## config.mk

```make
export PLATFORM = sky130hd
export DESIGN_NAME = ram_dual_port_sc_flat
export DESIGN_NICKNAME = d
export VERILOG_FILES = /design/src/rtl/ram_dual_port_sc_if.sv /design/src/rtl/ram_dual_port_sc.sv /design/src/flat_wrapper.sv
export SDC_FILE = /design/constraint.sdc
export NUM_CORES = 1
export LEC_CHECK = 0
export ABC_AREA = 1
export CELL_PAD_IN_SITES_DETAIL_PLACEMENT = 1
export CELL_PAD_IN_SITES_GLOBAL_PLACEMENT = 2
export CORE_UTILIZATION = 46
export CTS_CLUSTER_DIAMETER = 80
export DETAILED_ROUTE_END_ITERATION = 16
export GPL_ROUTABILITY_DRIVEN = 0
export HOLD_SLACK_MARGIN = 0.15
export PLACE_DENSITY_LB_ADDON = 0.1
export SYNTH_ARGS = -nofsm -noshare
export SYNTH_HDL_FRONTEND = slang
export SYNTH_SLANG_ARGS = --single-unit
```

## constraint.sdc

```tcl
create_clock -name clk -period 5 [get_ports clk]
set_input_delay 1.25 -clock clk [delete_from_list [all_inputs] [get_ports clk]]
set_output_delay 1.25 -clock clk [all_outputs]
set_load 0.02 [all_outputs]
```

## src/rtl/ram_dual_port_sc_if.sv

```systemverilog
// ram_dual_port_sc_if: write/read port bundle for the single-clock dual-port RAM
interface ram_dual_port_sc_if #(
    parameter int DATA_WIDTH = 8,
    parameter int ADDR_WIDTH = 6
);
    logic                      we;
    logic [ADDR_WIDTH-1:0]     write_addr;
    logic [DATA_WIDTH-1:0]     data;
    logic [DATA_WIDTH/8-1:0]   wbe;
    logic                      re;
    logic [ADDR_WIDTH-1:0]     read_addr;
    logic [DATA_WIDTH-1:0]     q;
    logic                      q_valid;
    logic                      init_done;

    modport master (
        output we, write_addr, data, wbe, re, read_addr,
        input  q, q_valid, init_done
    );

    modport slave (
        input  we, write_addr, data, wbe, re, read_addr,
        output q, q_valid, init_done
    );
endinterface

```

## src/rtl/ram_dual_port_sc.sv

```systemverilog
// ram_dual_port_sc: single-clock simple dual-port RAM with byte enables, RDW policy and post-reset clear sweep
module ram_dual_port_sc #(
    parameter int                    DATA_WIDTH = 8,
    parameter int                    ADDR_WIDTH = 6,
    parameter int                    RDW_MODE   = 0,
    parameter int                    OUT_REG    = 1,
    parameter logic [DATA_WIDTH-1:0] INIT_VALUE = '0
) (
    input logic               clk,
    input logic               rst_n,
    ram_dual_port_sc_if.slave bus
);
    localparam int DEPTH = 1 << ADDR_WIDTH;
    localparam int NB    = DATA_WIDTH / 8;

    typedef enum logic {INIT, READY} state_t;

    state_t                  state, state_nx;
    logic [ADDR_WIDTH-1:0]   cnt;
    logic                    ready;
    logic [DATA_WIDTH-1:0]   mem [DEPTH];
    logic [DATA_WIDTH-1:0]   rd_word;
    logic                    rdw_hit;
    logic                    s1_v, s2_v, out_v;
    logic [DATA_WIDTH-1:0]   s1_d, s2_d, out_d;

    // controller state and sweep counter; counter freezes once the sweep is over
    always_ff @(posedge clk or negedge rst_n) begin
        if (!rst_n) begin
            state <= INIT;
            cnt   <= '0;
        end else begin
            state <= state_nx;
            cnt   <= (state == INIT) ? cnt + ADDR_WIDTH'(1) : cnt;
        end
    end

    // leave INIT on the edge that clears the last entry
    always_comb state_nx = (state == INIT && &cnt) ? READY : state;

    // user ports are only honoured after the sweep
    always_comb begin
        ready         = (state == READY);
        bus.init_done = ready;
    end

    // array: sweep writes INIT_VALUE, otherwise byte-masked user writes
    always_ff @(posedge clk) begin
        if (!ready)
            mem[cnt] <= INIT_VALUE;
        else if (bus.we)
            for (int i = 0; i < NB; i++)
                if (bus.wbe[i]) mem[bus.write_addr][8*i +: 8] <= bus.data[8*i +: 8];
    end

    // pre-write word, optionally merged with the colliding write bytes
    always_comb begin
        rdw_hit = bus.we && ready && (bus.write_addr == bus.read_addr);
        rd_word = mem[bus.read_addr];
        for (int i = 0; i < NB; i++)
            if (RDW_MODE != 0 && rdw_hit && bus.wbe[i]) rd_word[8*i +: 8] = bus.data[8*i +: 8];
    end

    // pick the last pipeline stage according to the output-register option
    always_comb begin
        out_v = (OUT_REG != 0) ? s2_v : s1_v;
        out_d = (OUT_REG != 0) ? s2_d : s1_d;
    end

    // read pipeline; q only moves when a read completes
    always_ff @(posedge clk or negedge rst_n) begin
        if (!rst_n) begin
            s1_v        <= 1'b0;
            s1_d        <= '0;
            s2_v        <= 1'b0;
            s2_d        <= '0;
            bus.q       <= '0;
            bus.q_valid <= 1'b0;
        end else begin
            s1_v        <= bus.re && ready;
            if (bus.re && ready) s1_d <= rd_word;
            s2_v        <= s1_v;
            if (s1_v) s2_d <= s1_d;
            bus.q_valid <= out_v;
            if (out_v) bus.q <= out_d;
        end
    end
endmodule

```

## src/flat_wrapper.sv

```systemverilog
// flat-port wrapper written by rule: the top's interface ports become plain ports
module ram_dual_port_sc_flat 
#(
    parameter int                    DATA_WIDTH = 8,
    parameter int                    ADDR_WIDTH = 6,
    parameter int                    RDW_MODE   = 0,
    parameter int                    OUT_REG    = 1,
    parameter logic [DATA_WIDTH-1:0] INIT_VALUE = '0
)
  (clk, rst_n, bus_we, bus_write_addr, bus_data, bus_wbe, bus_re, bus_read_addr, bus_q, bus_q_valid, bus_init_done);
  ram_dual_port_sc_if #(.DATA_WIDTH(DATA_WIDTH), .ADDR_WIDTH(ADDR_WIDTH)) bus_i ();
  input logic clk;
  input logic rst_n;
  input wire logic [$bits(bus_i.we)-1:0] bus_we;
  input wire logic [$bits(bus_i.write_addr)-1:0] bus_write_addr;
  input wire logic [$bits(bus_i.data)-1:0] bus_data;
  input wire logic [$bits(bus_i.wbe)-1:0] bus_wbe;
  input wire logic [$bits(bus_i.re)-1:0] bus_re;
  input wire logic [$bits(bus_i.read_addr)-1:0] bus_read_addr;
  output wire logic [$bits(bus_i.q)-1:0] bus_q;
  output wire logic [$bits(bus_i.q_valid)-1:0] bus_q_valid;
  output wire logic [$bits(bus_i.init_done)-1:0] bus_init_done;
  assign bus_i.we = bus_we;
  assign bus_i.write_addr = bus_write_addr;
  assign bus_i.data = bus_data;
  assign bus_i.wbe = bus_wbe;
  assign bus_i.re = bus_re;
  assign bus_i.read_addr = bus_read_addr;
  assign bus_q = bus_i.q;
  assign bus_q_valid = bus_i.q_valid;
  assign bus_init_done = bus_i.init_done;
  ram_dual_port_sc #(.DATA_WIDTH(DATA_WIDTH), .ADDR_WIDTH(ADDR_WIDTH), .RDW_MODE(RDW_MODE), .OUT_REG(OUT_REG), .INIT_VALUE(INIT_VALUE)) u_core (.clk(clk), .rst_n(rst_n), .bus(bus_i));
endmodule
```

# ---- Yosys cells after proc, flatten, opt, wreduce, memory -nomap -nowiden
# Memory sizes are Yosys's and may differ from the RTL's. A register that Yosys moved wholly into a read port is not among the register bits.
# Cells that the tools add are included.
dict set report word_totals {
  ff_bits 26
  latch_bits 0
  ramBits 512
  rom_bits 0
  inputBits 25
  output_inout_bits 10
  elab_cells 23
  mem_count 1
}
dict set report classes {
  addsub 1
  mul 0
  div 0
  magnitude_cmp 0
  eq_ne 0
  shifts 0
  muxes 8
  bitwise 1
  n_reduce_logical 5
}
# name words width rd rd_ports_with_merged_regs wr line_no
set memory_table {}
lappend memory_table {u_core.mem 64 8 1 1 1 ram_dual_port_sc.sv:21} ;# logic [DATA_WIDTH-1:0] mem [DEPTH];
# op count
set op_table {}
lappend op_table {{8-bit two-way mux} 1}
lappend op_table {{8-bit OR reduction} 1}
lappend op_table {{6-bit by 1-bit adder with 6-bit output, second input constant} 1}
lappend op_table {{1-bit two-way mux} 6}
lappend op_table {{6-bit two-way mux} 1}
lappend op_table {{6-bit AND reduction} 1}
lappend op_table {{1-bit logical AND} 2}
lappend op_table {{1-bit zero test} 1}
lappend op_table {{1-bit NOT} 1}

# ---- Logic depth before layout (Yosys ltp)
# Gate-level depths: netlist of run 1.
dict set report depth {
  depth_word 6
  mapped_depth 14
}

# ---- Least setup slack after synthesis of run 1
# Ideal clock, no wire load.
dict set report synth_timing {
  path_type {input to register}
  start {in bus_we}
  end {mem u_core.mem[0][0] (data pin)}
  setup_ns 0.501
  arrival_ns 3.135
  t_required_ns 4.499
  setup_slack_ns 1.364
  stages 3
  path_buffers 1
  cell_sequence {nand3_4 -> buf_6 -> nor2_1}
}
dict set report synth_between {
  elab_chain_len 5
}
# item line_no
set synth_rtl {}
lappend synth_rtl {{from (decl)} flat_wrapper.sv:14} ;# input wire logic [$bits(bus_i.we)-1:0] bus_we;
lappend synth_rtl {{1-bit two-way mux} ram_dual_port_sc.sv:51} ;# else if (bus.we)
lappend synth_rtl {{1-bit two-way mux} ram_dual_port_sc.sv:49} ;# if (!ready)
lappend synth_rtl {{1-bit two-way mux (implied by the code)} ram_dual_port_sc.sv:53} ;# if (bus.wbe[i]) mem[bus.write_addr][8*i +: 8] <= bus.data[8*i +: 8];
lappend synth_rtl {{8-bit OR reduction (no line)} n/a}
lappend synth_rtl {{8-bit two-way mux (no line)} n/a}
lappend synth_rtl {{to (decl)} ram_dual_port_sc.sv:21}
# Every way passes these cells.

# ---- Worst setup path in the final report of run 1
dict set report layout_timing {
  start {in bus_wbe}
  end {mem u_core.mem[35][7] (enable)}
}
dict set report layout_between {
  elab_chain_len 6
}
# item line_no
set layout_rtl {}
lappend layout_rtl {{from (decl)} flat_wrapper.sv:17} ;# input wire logic [$bits(bus_i.wbe)-1:0] bus_wbe;
lappend layout_rtl {{1-bit two-way mux *} ram_dual_port_sc.sv:53}
lappend layout_rtl {{1-bit two-way mux *} ram_dual_port_sc.sv:51}
lappend layout_rtl {{1-bit two-way mux *} ram_dual_port_sc.sv:49}
lappend layout_rtl {{1-bit two-way mux (implied by the code) *} ram_dual_port_sc.sv:53}
lappend layout_rtl {{8-bit OR reduction (no line)} n/a}
lappend layout_rtl {{6-bit two-way mux (no line) / 1-bit two-way mux (equally long branches)} n/a}
# Mark *: on every way between the ends. The rest lies on a longest branch, timed or not.

==> results of run 1 <==
per-layer routing:
metal,wire [um],vias to the layer above
li1,-,6826
met3,3518,112
met1,27950,7463
met2,30780,382
met5,0,-
met4,2035,0
power groups by stage:
| stage | Clock, W | Sequential [W] | Combinational (W) |
|---|---|---|---|
| final | 0.00395 | 0.00492 | 0.000486 |
| after global routing | 0.00418 | 0.00492 | 0.000538 |
| after CTS | 0.00403 | 0.00492 | 0.000491 |
| after detailed placement | 0 | 0.00502 | 0.000487 |
| after global placement | 0 | 0.00502 | 0.000481 |
| after floorplan | 0 | 0.00502 | 0.000308 |
state kept, by name, indices dropped and copies added (netlist names):
name / flops
u_core.s1_v: 1
u_core.cnt: 6
u_core.mem: 512
u_core.s1_d: 8
u_core.bus.init_done: 1
u_core.out_v: 1
u_core.bus.q_valid: 1
u_core.out_d: 8
u_core.bus.q: 8
worst max-delay path: stages:
cell	delay [ns]
clkdlybuf4s50_1	0.53
nand3_4	0.25
nand2_1	0.21
o21ai_4	0.13
inv_2	0.17
nand4_2	0.49
nor2_1	0.73
stage by stage:
stage	cells	total power (W)
after floorplan	1924	0.005328
after global placement	2522	0.005501
final	2624	0.009357
after detailed placement	2522	0.005506
after global routing	2624	0.009635
after CTS	2624	0.009441
layout make-up:
class	count	area (um2)	area share [%]
tap	615	769.5	3.041
sequential	546	16230	64.12
clock inverter	31	224.0	0.8851
multi-input combinational	1227	5513	21.79
clock buffer	71	1479	5.845
timing repair buffer	97	944.7	3.733
inverter	37	148.9	0.5884
cell usage after synthesis (all sizes together) (8+ instances only):
cell / count
a21oi: 9
buf: 88
clkbuf: 26
dfrtp: 34
edfxtp: 512
inv: 36
nand2: 635
nand3: 471
nand4: 8
nor2: 74
nor4: 8
o21ai: 13
cell families (layout without fill, tap and decap cells):
kind of cell / count (synthesis) / in the layout / share of synthesized area (%)
simple gates: 1199 / 1199 / 23.35
flops: 546 / 546 / 72.53
fa+ha+maj: 1 / 1 / 0.05592
mux: 1 / 1 / 0.1007
buf+inv: 151 / 236 / 3.093
compound gates: 22 / 22 / 0.7103
xor+xnor: 4 / 4 / 0.1566
path summary, 6_finish.rpt:
kind                                               endpoint  slack [ns]
worst min-delay path             u_core.s1_d[6]$_DFFE_PN0P_        0.48
min in group asynchronous            u_core.out_v$_DFF_PN0_        1.06
worst max register to register  u_core.mem[35][7]$_DFFE_PP_        1.97
worst max-delay path            u_core.mem[35][7]$_DFFE_PP_        1.47
max in group asynchronous             u_core.s1_v$_DFF_PN0_        3.61
worst min register to register   u_core.s1_d[6]$_DFFE_PN0P_        0.48
==> impl_metrics.tcl, run 1 <==
set metrics [dict create \
    drt-pass1-iter-count 5 \
    critical_path_required_ns 5.24 \
    setup_ws_ns 1.471 \
    seq_area_frac_synth_pct 72.53 \
    internal_power_w 0.007295 \
    grt_use_met2_pct 43.29 \
    switching_power_w 0.002062 \
    ys_ff_latch 546 \
    synth_area_per_cell_um2 11.63 \
    skew_ns 0.01111 \
    clk_latency_ns 0.61 \
    crit_path_start_kind "input pin" \
    grtUsageTotal_pct 26.75 \
    num_antenna_cells 0 \
    r2r-start "u_core.bus.init_done$_DFFE_PN0P_" \
    io_pins 35 \
    area_delta_synth_final_pct 13.12 \
    hold_violations 0 \
    pwr-share-comb_pct 5.2 \
    status "complete, no violations" \
    post-dp-hpwl_mm 38.15 \
    wl_mm 64.28 \
    drt_iter0_drc 1129 \
    avgRoutedWirePerCell_um 24.50 \
    dp_slack_ns 0.8771 \
    clk_transition_reported_paths_ns 0.06 \
    via_count 14780 \
    use_met3_pct 4.192 \
    final_cell_mix "634 x nand2_1, 512 x edfxtp_1, 467 x nand3_1" \
    synth_area_leader_cell "edfxtp_1" \
    syn_nets 1950 \
    tightest_slew_ns 0.9402 \
    die_w_um 222.5 \
    core_um2 47850 \
    syn_inst 1924 \
    ir_worst_vdd_mv 0.3795 \
    busiest_layer "met2" \
    endpoint_kind "flip-flop" \
    synth_enable_flop_cells 512 \
    clkPwrFrac_pct 42.2 \
    timing.setup.tns_ns 0 \
    switching_share_pct 22.03 \
    fill_cells 4946 \
    hp-start "u_core.s1_d[6]$_DFFE_PN0P_" \
    postLayoutCellArea_um2 25300 \
    ys_top_cells_by_area "edfxtp_1 69%, nand2_1 11%, nand3_1 10%" \
    detail-route-antenna-nets 0 \
    async_flop_share_pct 6.227 \
    cp_max_fo 12 \
    num_rows 80 \
    powerDensity_nw_per_um2 369.8 \
    hold_buffers 0 \
    synth_top_cell_area_share_pct 68.73 \
    whs_ns 0.4816 \
    overflow 0 \
    rsz0062_at_grt "false" \
    cts_buffer_depth 3 \
    final_core_util_pct 52.89 \
    p_seq_share_pct 52.6 \
    startpoint "bus_wbe" \
    clock-root-buffer "clkbuf_16" \
    yosysWarnings 0 \
    p_leak_nw 8.904 \
    drc_errors 0 \
    synth_cell_types 31 \
    whs_path_depth 2 \
    worstHoldPathType "flip-flop to flip-flop" \
    slew_headroom_pct 37.32 \
    post-route-min-period_ns 3.529 \
    fin_crit_sh_pct 70.57 \
    drv_cap 0 \
    cts_tree "yes" \
    worst-setup-path-type "input pin to flip-flop" \
    htree_num_levels 2 \
    design.die.area_um2 49520 \
    drive_gt1_share_pct 8.860 \
    antenna_found_initial 0 \
    place_area_um2 23600 \
    gr-usage-met1_pct 36.88 \
    grt_first_pass_wirelength_mm 97.76 \
    finalSetupViolations 0 \
    final_common_cell "nand2_1" \
    synth_area_um2 22370 \
    postCtsResizedCells 0 \
    synthFlopType "edfxtp_1" \
    cts_setup_buffers 0 \
    grt_pass1_vias 15510 \
    cts_buffers 56 \
    vias_per_cell 5.634 \
    nets 1991 \
    drv_slew 0 \
    start_util_pct 46.75 \
    r2r_cells 6 \
    crit_arrival_ns 3.77 \
    io_buffers 34 \
    timing.fmax_mhz 283.4 \
    fp.dieH_um 222.5 \
    cts.sinks 546 \
    grt_max_degree 177 \
]
Note: power is estimated with default switching activity, not from simulation.
==> inputs of run 2 (changes only) <==
--- a/config.mk
+++ b/config.mk
@@ -8,7 +8,7 @@
 export ABC_AREA = 1
 export CELL_PAD_IN_SITES_DETAIL_PLACEMENT = 1
 export CELL_PAD_IN_SITES_GLOBAL_PLACEMENT = 2
-export CORE_UTILIZATION = 46
+export CORE_UTILIZATION = 39
 export CTS_CLUSTER_DIAMETER = 80
 export DETAILED_ROUTE_END_ITERATION = 16
 export GPL_ROUTABILITY_DRIVEN = 0
==> constraint.sdc (replaced) <==
create_clock -name clk -period 3.1 [get_ports clk]
set_input_delay 0.775 -clock clk [delete_from_list [all_inputs] [get_ports clk]]
set_output_delay 0.775 -clock clk [all_outputs]
set_load 0.02 [all_outputs]
==> impl_metrics.tcl, run 2 (synthesized netlist as in run 1, its figures left out) <==
set metrics [dict create \
    status "complete, no violations" \
    cts.sinks 546 \
    crit_arrival_ns 1.89 \
    via_count 14800 \
    final_core_util_pct 46.83 \
    fill_cells 5897 \
    timing.fmax_mhz 375.1 \
    clk_transition_reported_paths_ns 0.06 \
    htree_num_levels 2 \
    clock-root-buffer "clkbuf_16" \
    hold_violations 0 \
    timing.setup.tns_ns 0 \
    switching_share_pct 21.42 \
    critical_path_required_ns 2.32 \
    grtUsageTotal_pct 23.08 \
    io_buffers 34 \
    path_cells "buf_4 -> clkdlybuf4s50_1" \
    antenna_found_initial 1 \
    num_rows 87 \
    fp.dieH_um 241.5 \
    vias_per_cell 5.224 \
    rsz0062_at_grt "false" \
    postCtsResizedCells 0 \
    finalSetupViolations 0 \
    post-route-min-period_ns 2.666 \
    skew_ns 0.02290 \
    grt_first_pass_wirelength_mm 99.26 \
    crit_path_start_kind "flip-flop" \
    avgRoutedWirePerCell_um 23.57 \
    cp_slowest_cell "clkdlybuf4s50_1" \
    final_cell_mix "634 x nand2_1, 512 x edfxtp_1, 467 x nand3_1" \
    drt_iter0_drc 1130 \
    wl_mm 66.80 \
    num_antenna_cells 0 \
    drt-pass1-iter-count 5 \
    overflow 0 \
    final_common_cell "nand2_1" \
    powerDensity_nw_per_um2 600.1 \
    p_leak_nw 9.454 \
    worst-setup-path-type "flip-flop to output pin" \
    cts_tree "yes" \
    slew_headroom_pct 52.23 \
    switching_power_w 0.003401 \
    design.die.area_um2 58320 \
    whs_ns 0.4821 \
    io_pins 35 \
    largest_register_ffs 512 \
    ir_worst_vdd_mv 0.5157 \
    dp_cells 2726 \
    die_w_um 241.5 \
    worstHoldPathType "flip-flop to flip-flop" \
    p_seq_share_pct 50.0 \
    post-dp-hpwl_mm 42.06 \
    top_register "u_core.mem" \
    grt_pass1_vias 15560 \
    clk_latency_ns 0.62 \
    drv_slew 0 \
    cp_slowest_stage_delay_ns 0.62 \
    cp_max_fo 7 \
    clkPwrFrac_pct 44.9 \
    drive_gt1_share_pct 12.22 \
    grt_max_degree 89 \
    hold_buffers 0 \
    fin_crit_sh_pct 86.00 \
    tightest_slew_ns 0.7165 \
    cts_setup_buffers 0 \
    pwr-share-comb_pct 5.1 \
    drv_cap 0 \
    final_cells 2834 \
    start_util_pct 39.60 \
    internal_power_w 0.01248 \
    detail-route-antenna-nets 0 \
    endpoint_kind "output pin" \
    cts_buffer_depth 3 \
    nets 2056 \
    crit_buf_inv 2 \
    drc_errors 0 \
    cp_top_family "buffers and inverters" \
    core_um2 56500 \
    cts_buffers 58 \
    area_delta_synth_final_pct 18.28 \
]
-- run 2: changes by cell type in the layout (fill, tap and decap cells not counted) --
cell | previous run | this run
clkinv_4 | 1 | 2
buf_4 | 53 | 98
buf_12 | 11 | 29
bufinv_16 | 3 | 7
clkbuf_1 | 14 | 9
clkbuf_16 | 57 | 63
clkbuf_8 | 0 | 2
clkinv_1 | 13 | 11
-- run 2: worst reg2reg max path, stage by stage, from the launching register on --
cell     delay (ns)
dfrtp_1        0.42
nand3_4        0.27
nand2_1        0.16
o21ai_4        0.12
inv_2          0.10
nor2_4         0.13
nand3_2        0.16
nor4_1         0.30
buf_4          0.24
-- run 2: area by class of cell --
type | instances | area [um2] | area share [%]
repair buffers | 160 | 1643 | 6.209
inverters | 37 | 148.9 | 0.5627
flip-flops and latches | 546 | 16230 | 61.32
multi-input cells | 1227 | 5513 | 20.84
clock inverters | 34 | 345.3 | 1.305
well taps | 756 | 945.9 | 3.575
clock buffers | 74 | 1638 | 6.190
-- run 2: final timing paths --
kind | end | depth (start not counted) | slack [ns] | start
worst min-delay path | u_core.s1_d[6]$_DFFE_PN0P_ | 2 | 0.48 | u_core.s1_d[6]$_DFFE_PN0P_
worst max-delay path | bus_init_done | 2 | 0.43 | u_core.bus.init_done$_DFFE_PN0P_
max in group asynchronous | u_core.cnt[4]$_DFFE_PN0N_ | 2 | 2.13 | rst_n
worst max register to register | u_core.mem[54][0]$_DFFE_PP_ | 8 | 0.90 | u_core.bus.init_done$_DFFE_PN0P_
min in group asynchronous | u_core.bus.q_valid$_DFF_PN0_ | 2 | 0.60 | rst_n
worst min register to register | u_core.s1_d[6]$_DFFE_PN0P_ | 2 | 0.48 | u_core.s1_d[6]$_DFFE_PN0P_
-- run 2: power groups by stage --
stage | registers, W | logic, W | clock network (W)
floorplan | 0.00810 | 0.000497 | 0
global placement | 0.00810 | 0.000809 | 0
detailed placement | 0.00810 | 0.000817 | 0
CTS | 0.00794 | 0.000821 | 0.00728
global route | 0.00794 | 0.000897 | 0.00751
finish | 0.00794 | 0.000811 | 0.00713
-- run 2: metal layers --
layer | global-route usage (%) | wire length, um
met1 | 30.70 | 29840
met3 | 3.108 | 2438
met5 | 0 | 13
met4 | 7.662 | 1745
met2 | 38.96 | 32770
-- run 2: metrics by stage --
stage	power (W)	area, um2	setup WS, ns
3_5_place_dp	0.008913	24480	0.04109
6_report	0.01588	26460	0.4339
4_1_cts	0.01604	26460	0.4051
3_3_place_gp	0.008904	24480	0.06130
2_1_floorplan	0.008593	22370	-0.06111
5_1_grt	0.01634	26460	0.3924
